**src/rtl/mem_arb_pkg.sv**
```systemverilog
// mem_arb_pkg: shared FSM/owner types and default widths for the memory arbiter
package mem_arb_pkg;
    localparam int DEF_ADDR_W = 32;
    localparam int DEF_DATA_W = 32;
    localparam int DEF_MASK_W = 8;
    typedef enum logic [1:0] {IDLE, REQ, WAIT} state_t;
    typedef enum logic {OWN_I, OWN_D} owner_t;
endpackage

```
**src/rtl/rr_arb2.sv**
```systemverilog
// rr_arb2: two-way round-robin grant; index 0 is fetch, index 1 is load/store
module rr_arb2 (
    input  logic       clk,
    input  logic       rst,
    input  logic [1:0] req,
    input  logic       advance,
    output logic [1:0] gnt
);
    logic last_d;
    always_comb gnt = (&req) ? (last_d ? 2'b01 : 2'b10) : req;
    always_ff @(posedge clk) begin
        if (rst) last_d <= 1'b1;
        else if (advance && (|gnt)) last_d <= gnt[1];
    end
endmodule

```
**src/rtl/mem_arbiter.sv**
```systemverilog
// mem_arbiter: shares one memory port between fetch and load/store, one transaction in flight
module mem_arbiter
    import mem_arb_pkg::*;
#(
    parameter int ADDR_W = DEF_ADDR_W,
    parameter int DATA_W = DEF_DATA_W,
    parameter int MASK_W = DEF_MASK_W
) (
    input  logic              clk,
    input  logic              rst,
    input  logic              i_req_valid,
    output logic              i_req_ready,
    input  logic [ADDR_W-1:0] i_req_addr,
    output logic              i_resp_valid,
    output logic [DATA_W-1:0] i_resp_rdata,
    input  logic              d_req_valid,
    output logic              d_req_ready,
    input  logic [ADDR_W-1:0] d_req_addr,
    input  logic [DATA_W-1:0] d_req_wdata,
    input  logic [MASK_W-1:0] d_req_wmask,
    input  logic              d_req_wen,
    output logic              d_resp_valid,
    output logic [DATA_W-1:0] d_resp_rdata,
    output logic              mem_req_valid,
    input  logic              mem_req_ready,
    output logic [ADDR_W-1:0] mem_req_addr,
    output logic [DATA_W-1:0] mem_req_wdata,
    output logic [MASK_W-1:0] mem_req_wmask,
    output logic              mem_req_wen,
    input  logic              mem_resp_valid,
    input  logic [DATA_W-1:0] mem_resp_rdata
);
    state_t state, state_n;
    owner_t own_q;
    logic [ADDR_W-1:0] addr_q;
    logic [DATA_W-1:0] wdata_q, rdata_q;
    logic [MASK_W-1:0] wmask_q;
    logic wen_q, resp_q, done, idle_ok;
    logic [1:0] gnt;
    assign idle_ok = (state == IDLE) && !rst;
    rr_arb2 u_rr (
        .clk(clk),
        .rst(rst),
        .req({d_req_valid, i_req_valid} & {2{idle_ok}}),
        .advance(idle_ok),
        .gnt(gnt)
    );
    assign i_req_ready = gnt[0];
    assign d_req_ready = gnt[1];
    always_comb begin
        done    = ((state == REQ && mem_req_ready) || state == WAIT) && mem_resp_valid;
        state_n = done ? IDLE :
                  state == IDLE ? ((|gnt) ? REQ : IDLE) :
                  state == REQ  ? (mem_req_ready ? WAIT : REQ) : WAIT;
    end
    always_ff @(posedge clk) begin
        if (rst) begin
            state   <= IDLE;
            own_q   <= OWN_I;
            addr_q  <= '0;
            wdata_q <= '0;
            wmask_q <= '0;
            wen_q   <= 1'b0;
            resp_q  <= 1'b0;
            rdata_q <= '0;
        end else begin
            state  <= state_n;
            resp_q <= done;
            if (done) rdata_q <= mem_resp_rdata;
            if (gnt[0]) begin
                addr_q  <= i_req_addr;
                wdata_q <= '0;
                wmask_q <= '0;
                wen_q   <= 1'b0;
                own_q   <= OWN_I;
            end else if (gnt[1]) begin
                addr_q  <= d_req_addr;
                wdata_q <= d_req_wdata;
                wmask_q <= d_req_wmask;
                wen_q   <= d_req_wen;
                own_q   <= OWN_D;
            end
        end
    end
    // own_q is only overwritten at the end of the pulse cycle, so it still names the responder
    assign mem_req_valid = (state == REQ) && !rst;
    assign mem_req_addr  = rst ? '0 : addr_q;
    assign mem_req_wdata = rst ? '0 : wdata_q;
    assign mem_req_wmask = rst ? '0 : wmask_q;
    assign mem_req_wen   = !rst && wen_q;
    assign i_resp_valid  = resp_q && own_q == OWN_I && !rst;
    assign d_resp_valid  = resp_q && own_q == OWN_D && !rst;
    assign i_resp_rdata  = rst ? '0 : rdata_q;
    assign d_resp_rdata  = rst ? '0 : rdata_q;
endmodule

```
**config.mk**
```make
export PLATFORM = sky130hd
export DESIGN_NAME = mem_arbiter
export DESIGN_NICKNAME = d
export VERILOG_FILES = /design/src/rtl/mem_arb_pkg.sv /design/src/rtl/rr_arb2.sv /design/src/rtl/mem_arbiter.sv
export SDC_FILE = /design/constraint.sdc
export NUM_CORES = 1
export LEC_CHECK = 0
export CAP_MARGIN = 20
export CELL_PAD_IN_SITES_DETAIL_PLACEMENT = 2
export CELL_PAD_IN_SITES_GLOBAL_PLACEMENT = 2
export CORE_AREA = 2 2 224 116
export DETAILED_ROUTE_END_ITERATION = 8
export DIE_AREA = 0 0 226 118
export GPL_TIMING_DRIVEN = 0
export PLACE_DENSITY = 0.91
export SETUP_SLACK_MARGIN = 0.3
export SYNTH_ARGS = -nofsm -noshare
export SYNTH_HDL_FRONTEND = slang
export SYNTH_SLANG_ARGS = --single-unit
```
**constraint.sdc**
```tcl
create_clock -name clk -period 2 [get_ports clk]
set_clock_uncertainty 0.15 [all_clocks]
set_input_delay 0.2 -clock clk [delete_from_list [all_inputs] [get_ports clk]]
set_output_delay 0.2 -clock clk [all_outputs]
set_load 0.05 [all_outputs]
```
==> metrics <==
status finished with violations; failing checks negative setup slack; Final Core Density 0.429; wire per inst 22.8 um; vias per std cell 4.55; Synth async-reset ratio 0; first-iteration detailed-routing DRC count 202; switch share 0.310; Post-synth EDFFs 0; final hold slack 250 ps; CP Data Required Time 1650 ps; mux cell area share after synthesis 0.0674; Yosys top cell area share 0.412; htree depth 3; WS Path Type flip-flop to primary output; Net Switching 0.00189 W; Synth Register Bits 110; period utilization 1.01; Worst-path clk slew 80 ps; slew margin rel. 0.358; share of cells above drive strength 1 0.530; CP arrival 1680 ps; Worst Tran Pin Value 963 ps; clock root buffer clkbuf_16; XOR/XNOR Fraction of Synth Area 0; vias in the first global route 6236; setup TNS -31.3 ps; WHS Path Cells 3; Static Leak 4.15 nW; critical path fanouts, max 5; hold wc startpoint d_req_wdata[16]; gp weighted congestion 0.803; length of the first detailed-routing pass in iterations 4; first-pass GRT wire length 38700 um; Core Rows 41; Final Setup Violations 3; initial antenna violation count 0; Synth area leader dfxtp_1; layout net count 1064; Clock Path Buffers 2; area grow syn2layout 98.2%; # hold bufs at CTS 0; CP endpoint kind primary output; Worst Reg-to-Reg Cells 9; Combinational Power Share 0.291; DP Cell Count 1211; max-slew violations 0; reg2reg end wdata_q[3]; crit path launch type flip-flop; core footprint 24700 um^2; synth top area cells dfxtp_1 (41%), nor2b_1 (16%), mux2_2 (6.7%); R2R Path Start state[1]; CTS Buf Count 9; VDD IR max 0.000379 V; Post-synth top flop dfxtp_1; clock network power share 0.323; pre-CTS setup slack -1420 ps; largest family of logic cells by synthesized area simple AND/OR/NAND/NOR gates; drt total wl 29000 um; Port Buffer Count 284; RSZ-0062 raised after global routing true; Post-Synth Adder-Cell Area 0; Post-Syn Area 5340 um^2; DIE WIDTH 226 um; ant diodes 0; Overall Global Routing Usage 0.193; Final Non-Filler Cells 1270; simple-gate share of the synthesized area 0.223; total grt overflow 0; Initial Util 0.217; power share of the sequential group 0.386; syn_area_per_cell 9.16 um^2; Final ANT Viol Nets 0; Yosys cell types 28; TritonCTS Sinks 110; R2R Setup Slk 0 ps; largest net degree at the start of global routing 18; I/O pin cnt 285; post-synth net total 726; Clock Latency Late Sink 370 ps; die area 26700 um^2; Pwr Density 574 nW/um^2; Synth Area in Compound Gates 0.196; synthesized netlist cell count 583; maximum clock rate 494 MHz; Worst Hold Class input port to flip-flop; die height 118 um; register area share after synthesis 0.412; post-layout min period 2030 ps; Yosys Warn Count 0; HPWL after DPL 19300 um; internal power 0.00419 W; final setup margin -25.8 ps; CTS tree yes; worst hold endpoint wdata_q[16]; Max-Cap Viols 0; # DRC 0; final hold violation count 0; total number of vias 5774
[flip-flops by register name, indices dropped and copies added (netlist names)]
register and flops:
resp_q 1, wmask_q 8, state 2, wdata_q 32
rdata_q 32, addr_q 32, own_q 1, wen_q 1
u_rr.last_d 1
[through the flow]
| stage | instance area (um^2) | total power (W) |
|---|---|---|
| 6_report | 10600 | 0.00608 |
| 5_1_grt | 10600 | 0.00634 |
| 4_1_cts | 9530 | 0.00590 |
| 3_5_place_dp | 8830 | 0.00380 |
| 3_3_place_gp | 8830 | 0.00375 |
| 2_1_floorplan | 5560 | 0.00315 |
[power by group through the flow]
stage | clock [W] | combinational, W | sequential (W)
global placement | 0 | 0.00138 | 0.00238
CTS | 0.00202 | 0.00154 | 0.00234
floorplan | 0 | 0.000773 | 0.00237
global route | 0.00212 | 0.00186 | 0.00236
finish | 0.00196 | 0.00177 | 0.00235
detailed placement | 0 | 0.00141 | 0.00239
[Yosys cell counts, types with 4 or more instances]
cell type,n
a21boi_0,32
dfxtp_1,110
o21ai_0,17
a221o_1,32
mux2_2,32
nor2b_1,138
nor2_1,4
clkbuf_1,23
a21oi_1,45
buf_4,32
nand3_1,41
buf_6,7
buf_2,27
o21ai_1,25
[worst max-delay path, stage by stage (launching register included)]
cell,delay [ps]
dfxtp_2,320
buf_6,120
or3_4,360
buf_6,140
nor2_8,110
buf_12,120
buf_12,120
[layout make-up]
cell class	count	area [um^2]
Timing Repair Buffer	327	3190
Inverter	1	3.75
Tap cell	344	430
Buffer	89	898
Clock buffer	12	256
Clock inverter	4	53.8
Sequential cell	110	2200
Fill cell	2551	14100
Multi-Input combinational cell	383	3560
[cells by family (layout without fill, tap and decap cells)]
kind of cell | Yosys count | in the layout
AO/OA/AOI/OAI | 156 | 156
buffers and inverters | 90 | 433
flip-flops | 110 | 110
multiplexers | 32 | 32
AND/OR/NAND/NOR | 195 | 195
[layer usage]
layer | wire (um) | global-route usage | vias to the layer above
li1 | - | - | 2663
met1 | 12500 | 0.238 | 2918
met2 | 14300 | 0.327 | 177
met3 | 1900 | 0.0607 | 16
met4 | 283 | 0.0406 | 0
met5 | 0 | 0 | -
[placed cells by master, fill, tap and decap left out, drive strengths merged]
cell type      instances
a21boi                34
nand2b                 2
clkbuf                53
buf                  230
a221o                 32
and3b                  1
clkdlybuf4s50        141
inv                    2
a21oi                 45
and3                   1
nor3                   1
clkdlybuf4s18          2
clkdlybuf4s15          2
bufinv                 1
or3                    1
nor2                   5
a21bo                  1
dfxtp                110
nand3                 41
nor3b                  3
or2                    1
a2bb2oi                1
nand3b                 1
o21ai                 42
a31o                   1
mux2                  32
clkinvlp               2
nor2b                138
[worst max path at each step]
stage	slack, ps	cells after the start	startpoint	to
4_1_cts	-50	6	state[1]	d_req_ready
3_3_place_gp	-1400	6	rst	mem_req_wdata[9]
5_1_grt	-120	5	i_req_valid	wdata_q[0]
3_5_place_dp	-1420	6	rst	mem_req_wdata[9]
2_1_floorplan	-2	4	rst	i_resp_rdata[10]
6_report	-30	6	state[1]	d_req_ready
[timing repair]
item                                    4_1_cts  5_1_grt
cloned                                        1       11
endpoints found under the setup margin      252      207
gates resized for setup                     996      194
setup buffers                                13       18
pin swaps                                    10       74
No activity file was read; power rests on OpenSTA's default activity.
